$ cat config.mk
export PLATFORM = sky130hd
export DESIGN_NAME = universal_shift_ctrl
export DESIGN_NICKNAME = d
export VERILOG_FILES = /design/src/rtl/universal_shift_ctrl_pkg.sv /design/src/rtl/universal_shift_ctrl_counter.sv /design/src/rtl/universal_shift_ctrl.sv
export SDC_FILE = /design/constraint.sdc
export NUM_CORES = 1
export LEC_CHECK = 0
export CAP_MARGIN = 0
export CORE_AREA = 2 2 46 48
export DETAILED_ROUTE_END_ITERATION = 7
export DIE_AREA = 0 0 48 50
export DONT_BUFFER_PORTS = 1
export HOLD_SLACK_MARGIN = 0.02
export PLACE_DENSITY_LB_ADDON = 0.12
export SYNTH_ARGS = -nofsm -noshare
export SYNTH_HDL_FRONTEND = slang
export SYNTH_SLANG_ARGS = --single-unit
$ cat constraint.sdc
create_clock -name clk -period 3.15 [get_ports clk]
set_clock_uncertainty 0.15 [all_clocks]
set_input_delay 0.315 -clock clk [delete_from_list [all_inputs] [get_ports clk]]
set_output_delay 0.315 -clock clk [all_outputs]
set_load 0.05 [all_outputs]
$ cat src/rtl/universal_shift_ctrl_pkg.sv
// Shared definitions for the universal shift register controller:
// register mode encodings, command opcodes and the sequencer state type.
package universal_pkg;

  localparam logic [1:0] MODE_HOLD = 2'b00;
  localparam logic [1:0] MODE_SHR  = 2'b01;
  localparam logic [1:0] MODE_SHL  = 2'b10;
  localparam logic [1:0] MODE_LOAD = 2'b11;

  localparam logic [1:0] OP_LOAD = 2'b00;
  localparam logic [1:0] OP_SHR  = 2'b01;
  localparam logic [1:0] OP_SHL  = 2'b10;
  localparam logic [1:0] OP_RSVD = 2'b11;

  typedef enum logic [1:0] {IDLE, LOAD, SHIFT, DONE} state_t;

  function automatic logic [1:0] shift_mode(input logic [1:0] op);
    return (op == OP_SHR) ? MODE_SHR : MODE_SHL;
  endfunction

endpackage

$ cat src/rtl/universal_shift_ctrl_counter.sv
// Loadable down-counter tracking the remaining shift steps; saturates at zero.
module shift_step_counter #(
  parameter int CNT_W = 3
) (
  input  logic             clk,
  input  logic             reset,
  input  logic             load,
  input  logic             dec,
  input  logic [CNT_W-1:0] load_val,
  output logic [CNT_W-1:0] count,
  output logic             zero
);

  logic [CNT_W-1:0] cnt_q, cnt_d;

  always_comb begin
    cnt_d = cnt_q;
    if (load) begin
      cnt_d = load_val;
    end else if (dec && (cnt_q != '0)) begin
      cnt_d = cnt_q - CNT_W'(1);
    end
  end

  always_ff @(posedge clk or posedge reset) begin
    if (reset) begin
      cnt_q <= '0;
    end else begin
      cnt_q <= cnt_d;
    end
  end

  assign count = cnt_q;
  assign zero  = (cnt_q == '0);

endmodule

$ cat src/rtl/universal_shift_ctrl.sv
// Command sequencer for a universal shift register: one load or N-step
// shift/rotate per handshake, then a done pulse carrying the final contents.
module universal_shift_ctrl
  import universal_pkg::*;
#(
  parameter int WIDTH = 4,
  parameter int CNT_W = 3
) (
  input  logic             clk,
  input  logic             reset,
  input  logic             cmd_valid,
  output logic             cmd_ready,
  input  logic [1:0]       cmd_op,
  input  logic [WIDTH-1:0] cmd_data,
  input  logic [CNT_W-1:0] cmd_count,
  input  logic             cmd_fill,
  input  logic             cmd_rot,
  input  logic             abort,
  input  logic [WIDTH-1:0] A,
  output logic [1:0]       s,
  output logic [WIDTH-1:0] i,
  output logic             SR,
  output logic             SL,
  output logic             busy,
  output logic             done,
  output logic             aborted,
  output logic [WIDTH-1:0] result
);

  state_t           state_q, state_d;
  logic [1:0]       s_q, s_d;
  logic [WIDTH-1:0] i_q, i_d;
  logic [1:0]       op_q, op_d;
  logic             fill_q, fill_d;
  logic             rot_q, rot_d;
  logic             pend_q, pend_d;
  logic             done_q, done_d;
  logic             aborted_q, aborted_d;
  logic [WIDTH-1:0] result_q, result_d;

  logic             cnt_load, cnt_dec, cnt_zero;
  logic [CNT_W-1:0] cnt;

  shift_step_counter #(.CNT_W(CNT_W)) u_cnt (
    .clk      (clk),
    .reset    (reset),
    .load     (cnt_load),
    .dec      (cnt_dec),
    .load_val (cmd_count),
    .count    (cnt),
    .zero     (cnt_zero)
  );

  // s/i are computed from the next state so the registered mode lines up
  // with the cycle the FSM spends in LOAD/SHIFT. done/aborted/result are
  // registered on the edge leaving DONE, once A holds the final value.
  always_comb begin
    state_d   = state_q;
    s_d       = MODE_HOLD;
    i_d       = '0;
    op_d      = op_q;
    fill_d    = fill_q;
    rot_d     = rot_q;
    pend_d    = pend_q;
    done_d    = 1'b0;
    aborted_d = 1'b0;
    result_d  = result_q;
    cnt_load  = 1'b0;
    cnt_dec   = 1'b0;
    case (state_q)
      IDLE: begin
        pend_d = 1'b0;
        if (cmd_valid) begin
          op_d     = cmd_op;
          fill_d   = cmd_fill;
          rot_d    = cmd_rot;
          cnt_load = 1'b1;
          if (cmd_op == OP_LOAD) begin
            state_d = LOAD;
            s_d     = MODE_LOAD;
            i_d     = cmd_data;
          end else if ((cmd_op == OP_RSVD) || (cmd_count == '0)) begin
            state_d = DONE;
          end else begin
            state_d = SHIFT;
            s_d     = shift_mode(cmd_op);
          end
        end
      end
      LOAD: begin
        state_d = DONE;
        pend_d  = abort;
      end
      SHIFT: begin
        cnt_dec = 1'b1;
        if (abort) begin
          state_d = DONE;
          pend_d  = 1'b1;
        end else if ((cnt == CNT_W'(1)) || cnt_zero) begin
          state_d = DONE;
        end else begin
          s_d = shift_mode(op_q);
        end
      end
      DONE: begin
        state_d   = IDLE;
        done_d    = 1'b1;
        aborted_d = pend_q;
        result_d  = A;
      end
      default: state_d = IDLE;
    endcase
  end

  always_ff @(posedge clk or posedge reset) begin
    if (reset) begin
      state_q   <= IDLE;
      s_q       <= MODE_HOLD;
      i_q       <= '0;
      op_q      <= '0;
      fill_q    <= 1'b0;
      rot_q     <= 1'b0;
      pend_q    <= 1'b0;
      done_q    <= 1'b0;
      aborted_q <= 1'b0;
      result_q  <= '0;
    end else begin
      state_q   <= state_d;
      s_q       <= s_d;
      i_q       <= i_d;
      op_q      <= op_d;
      fill_q    <= fill_d;
      rot_q     <= rot_d;
      pend_q    <= pend_d;
      done_q    <= done_d;
      aborted_q <= aborted_d;
      result_q  <= result_d;
    end
  end

  assign cmd_ready = (state_q == IDLE);
  assign busy      = (state_q != IDLE);
  assign s         = s_q;
  assign i         = i_q;
  assign SR        = (state_q == SHIFT) && (rot_q ? A[0] : fill_q);
  assign SL        = (state_q == SHIFT) && (rot_q ? A[WIDTH-1] : fill_q);
  assign done      = done_q;
  assign aborted   = aborted_q;
  assign result    = result_q;

endmodule

==> flow_summary.json, run 1 <==
{
  "cp_cell_sequence": "inv_1 -> ha_1 -> buf_4 -> inv_1 -> or3_1 -> a32o_1",
  "drt-total-wl_mm": 2.04,
  "final_area_mm2": 0.00128,
  "die_h_um": 50,
  "setup_violations": 0,
  "min_path_type": "in -> reg",
  "status": "complete, no violations",
  "clkTransAtPathRegs_ps": 120,
  "cts_setup_buffers": 0,
  "wl_per_cell_um": 14.6,
  "fin_crit_sh_pct": 70.0,
  "start_util_pct": 55.4,
  "relSlewSlack_pct": 47.0,
  "slew_viol_final": 0,
  "hpwl_mm": 1.48,
  "synthArstFlopShare_pct": 100,
  "netlist_instances": 94,
  "top_layer_used": "met4",
  "area_delta_synth_final_pct": 21.7,
  "path_class": "reg -> reg",
  "ys_top_cells_by_area": "dfrtp_1, mux2_2, ha_1",
  "synth_edf_count": 0,
  "yosysWarnings": 0,
  "ys_ff_latch": 22,
  "syn-cell-area_mm2": 0.00105,
  "ys_seq_area_share_pct": 52.3,
  "drive_gt1_share_pct": 14.2,
  "fin_tns_setup_ps": 0,
  "gp_congestion": 0.869,
  "fmax_mhz": 454,
  "rsz0062_at_grt": "no",
  "place_area_mm2": 0.00110,
  "critPathMostFrequentCell": "inv_1",
  "grt_pass1_wl_mm": 3.26,
  "vias": 779,
  "rows": 16,
  "avgSynthCellArea_um2": 11.2,
  "portBuffers": 0,
  "drt_iter0_drc": 13,
  "cts_max_path_buffers": 2,
  "wl_met3_um": 131,
  "fin_nets": 140,
  "grt_pass1_vias": 809,
  "wl_met2_mm": 1.10,
  "fill_cells": 140,
  "ys.flop_type": "dfrtp_1",
  "worst_pin_slew_ps": 795,
  "preCtsSetupSlack_ps": 1020,
  "cts_buffers": 3,
  "cts_root_buf": "clkbuf_4",
  "worst-path-max-fanout": 6,
  "ant_nets": 0,
  "htreeDepth": 1,
  "synth_largest_area_cell": "dfrtp_1",
  "core_mm2": 0.00190,
  "endpoint_kind": "flop",
  "cts_tree": "done",
  "critPathLaunchType": "flop",
  "n_antenna_cell": 0,
  "cp_slowest_stage_delay_ps": 450,
  "dr.pass1.iters": 4,
  "syn_nets": 120,
  "slowest_stage": "or3_1",
  "vdd_ir_drop_max_mv": 0.638,
  "wl_met1_um": 790,
  "drv_cap": 0,
  "grt_use_total_pct": 19.2,
  "clock_sinks": 22,
  "drc": 0,
  "dieArea_mm2": 0.00240,
  "setup_slack_ps": 946,
  "antenna_found_initial": 0,
  "synth.top_cell.area_share_pct": 52.3,
  "ys_types": 32,
  "clk-insertion-delay-late_ps": 300,
  "powerDensity_mw_per_mm2": 1030,
  "worst_ep_required_time_ps": 3200,
  "cp.arrival_ps": 2260,
  "viasPerCell": 5.56,
  "power.leakage_nw": 0.599,
  "period_minus_slack_ps": 2200,
  "ioPinCount": 35,
  "grt_max_degree": 23,
  "overflow": 0,
  "hold_viol": 0,
  "die_w_um": 48,
  "r2r_slack_ps": 950
}
[synth_stat cells, drive strengths merged, types with 2 or more instances]
library cell,instances
buf,2
nor2,3
nand2,4
inv,9
ha,7
nor2b,2
a21oi,4
dfrtp,22
and2,5
mux2,8
nand2b,2
nor3,2
o21ai,4
nand3,2
[cell usage in the layout, fill, tap and decap left out, types with 2 or more instances in the layout]
cell | Yosys | routed
dfrtp_1 | 22 | 22
dlygate4sd3_1 | 0 | 15
inv_1 | 9 | 9
mux2_2 | 8 | 8
ha_1 | 7 | 7
and2_1 | 5 | 5
nand2_1 | 4 | 4
o21ai_0 | 4 | 4
a21oi_1 | 4 | 4
nor2_1 | 3 | 3
clkbuf_4 | 0 | 3
buf_4 | 0 | 3
nor2b_1 | 2 | 2
nor3_1 | 2 | 2
nand2b_1 | 2 | 2
nand3_1 | 2 | 2
[registers in the layout (all words and copies together) (netlist names)]
| name | count |
|---|---|
| rot_q | 1 |
| aborted | 1 |
| done | 1 |
| fill_q | 1 |
| u_cnt.count | 3 |
| i | 4 |
| op_q | 2 |
| result | 4 |
| s | 2 |
| state_q | 2 |
| pend_q | 1 |
[power breakdown]
group | internal (mW) | switching (mW)
Sequential | 0.391 | 0.229
Clock | 0.0705 | 0.0797
Combinational | 0.235 | 0.321
[cell families (layout without fill, tap and decap cells)]
| kind of cell | count (synthesis) | in the layout | share of synthesized area [%] |
|---|---|---|---|
| buffers and inverters | 12 | 31 | 4.51 |
| xor gates and xnor gates | 1 | 1 | 0.832 |
| and+or+nand+nor | 23 | 23 | 11.9 |
| muxes | 8 | 8 | 8.55 |
| AOI/OAI and AO/OA | 21 | 21 | 13.7 |
| DFF | 22 | 22 | 52.3 |
| adders and majority gates | 7 | 7 | 8.31 |
[timing repair]
| action | CTS | global route |
|---|---|---|
| resized for setup | 0 | 0 |
| endpoints found under the hold margin | 35 | 0 |
| hold buffers | 15 | 0 |
[final cells by class]
type | instances | area, um^2 | area share [%]
Sequential cell | 22 | 551 | 42.9
Inverter | 9 | 33.8 | 2.63
Tap cell | 27 | 33.8 | 2.63
Clock buffer | 4 | 36.3 | 2.83
Multi-Input combinational cell | 60 | 455 | 35.5
Timing Repair Buffer | 18 | 173 | 13.5
[worst max-delay path: cells and delay by family (launching register included)]
family          cells  cell delay (ps)
compound gates      1              270
buf+inv             3              620
simple gates        1              450
flops               1              440
fa+ha+maj           1              170
[worst paths after layout]
path,endpoint,start,depth (start not counted)
hold reg to reg,aborted,pend_q,1
min in group asynchronous,i[1],reset,2
setup reg to reg,state_q[0],state_q[0],6
max in group asynchronous,result[0],reset,2
setup / recovery,state_q[0],state_q[0],6
hold / removal,u_cnt.count[2],cmd_count[2],2
[metal layers]
metal	vias to the layer above	global-route usage, %
met3	4	3.66
li1	363	-
met4	0	5.86
met1	377	21.0
met5	-	0
met2	35	35.1
[through the flow]
stage / instances / hold slack, ps / power (mW) / util, %
finish: 140 / 28.5 / 1.33 / 67.4
global route: 140 / 30.9 / 1.41 / 67.4
CTS: 140 / 20.2 / 1.33 / 67.4
detailed placement: 121 / 246 / 1.16 / 57.6
global placement: 121 / 249 / 1.14 / 57.6
floorplan: 94 / 154 / 1.05 / -
No activity file was read; power rests on OpenSTA's default activity.
==> run 2: changes to the inputs <==
Clock period 3.15 ns to 2.2 ns, I/O delays scaled along.
==> flow_summary.json, run 2 (synthesized netlist as in run 1, its figures left out) <==
{
  "slew_viol_final": 0,
  "area_delta_synth_final_pct": 24.2,
  "grt_use_total_pct": 18.4,
  "n_antenna_cell": 0,
  "drc": 0,
  "min_path_type": "in -> reg",
  "cts_max_path_buffers": 2,
  "worst_pin_slew_ps": 796,
  "start_util_pct": 55.4,
  "rows": 16,
  "cp_num_buf_inv": 3,
  "rsz0062_at_grt": "no",
  "hpwl_mm": 1.36,
  "final_core_util_pct": 68.8,
  "viasPerCell": 5.54,
  "antenna_found_initial": 0,
  "cts_buffers": 3,
  "dr.pass1.iters": 4,
  "fin_nets": 144,
  "drt_iter0_drc": 10,
  "status": "complete, no violations",
  "gp_congestion": 0.782,
  "final_area_mm2": 0.00131,
  "final_common_cell": "dfrtp_1",
  "path_class": "reg -> out",
  "placed_cells": 122,
  "setup_violations": 0,
  "clk-insertion-delay-late_ps": 300,
  "cts_tree": "done",
  "clock_sinks": 22,
  "relSlewSlack_pct": 46.9,
  "cts_resized": 0,
  "ioPinCount": 35,
  "grt_max_degree": 23,
  "drt-total-wl_mm": 1.96,
  "die_w_um": 48,
  "slowest_stage": "dfrtp_1",
  "drive_gt1_share_pct": 14.7,
  "most-common-layout-cells": "dfrtp_1, dlygate4sd3_1, inv_1, mux2_2, ha_1",
  "fin_crit_sh_pct": 89.4,
  "cp.arrival_ps": 1600,
  "portBuffers": 0,
  "final-instance-count-excl-fill": 143,
  "cp_slowest_stage_delay_ps": 430,
  "crit_family": "flip-flops",
  "grt_pass1_wl_mm": 3.15,
  "hold_viol": 0,
  "grt_pass1_vias": 754,
  "wl_per_cell_um": 13.7,
  "vias": 792,
  "critPathLaunchType": "flop",
  "cts_root_buf": "clkbuf_4",
  "critPathMostFrequentCell": "inv_1",
  "cp_cell_sequence": "inv_1 -> ha_1 -> inv_1 -> a21oi_1 -> buf_4",
  "core_mm2": 0.00190,
  "place_area_mm2": 0.00111,
  "htreeDepth": 1,
  "powerDensity_mw_per_mm2": 1420,
  "vdd_ir_drop_max_mv": 0.773,
  "fin_tns_setup_ps": 0,
  "dieArea_mm2": 0.00240,
  "power_mw": 1.86,
  "fmax_mhz": 508,
  "ant_nets": 0,
  "endpoint_kind": "output port",
  "period_minus_slack_ps": 1970,
  "worst_ep_required_time_ps": 1830,
  "clkTransAtPathRegs_ps": 110,
  "overflow": 0,
  "power.leakage_nw": 0.607,
  "worst-path-max-fanout": 9,
  "drv_cap": 0,
  "die_h_um": 50
}
## run 2: cell count changes in the layout (fill, tap and decap cells not counted)
cell	delta
buf_4	+1
clkbuf_8	-1
dlygate4sd3_1	+3
ha_1	-1
ha_2	+1
## run 2: metal layers
layer / wire [um] / GRT usage (%) / vias up / share of wire, %
met3: 118 / 4.03 / 5 / 6.0
met1: 790 / 22.4 / 385 / 40
li1: - / - / 370 / -
met5: 0 / 0 / - / 0
met2: 1020 / 30.4 / 32 / 52
met4: 31 / 6.76 / 0 / 1.6
## run 2: worst paths after layout
check                      startpoint        endpoint  slack [ps]  cells after the start
max                        state_q[0]              SR         230                      5
min                         cmd_op[1]      state_q[1]          30                      2
min reg2reg                    pend_q         aborted         350                      1
max reg2reg                state_q[1]  u_cnt.count[1]         270                      6
min in group asynchronous       reset       result[2]         360                      2
max in group asynchronous       reset            s[1]        1040                      2
## run 2: final cells by class
type | instances | area [um^2]
tap | 27 | 33.8
multi-input combinational | 60 | 458
inverter | 9 | 33.8
sequential | 22 | 551
clock buffer | 3 | 22.5
timing repair buffer | 22 | 210
fill | 153 | 593
## run 2: where the power goes
part	switching, mW	total, mW	internal (mW)
combinational	0.452	0.811	0.358
clock	0.108	0.172	0.0639
sequential	0.320	0.880	0.560
## run 2: worst reg2reg max path, delay by kind of cell, from the launching register on
kind	cells	cell delay, ps
AOI/OAI and AO/OA	1	70
and+or+nand+nor	1	90
DFF	1	420
adders and majority gates	1	230
buffers and inverters	3	890
## run 2: repair_timing
| item | 4_1_cts | 5_1_grt |
|---|---|---|
| hold buffers | 18 | 0 |
| setup buffers | 0 | 0 |
| hold endpoints to repair | 39 | 0 |
## run 2: through the flow
| stage | hold slack, ps | setup WS (ps) |
|---|---|---|
| after floorplan | 59.2 | 97.9 |
| after global placement | 149 | 398 |
| after detailed placement | 150 | 393 |
| after CTS | 26.9 | 229 |
| after global routing | 24.2 | 119 |
| final | 31.4 | 232 |
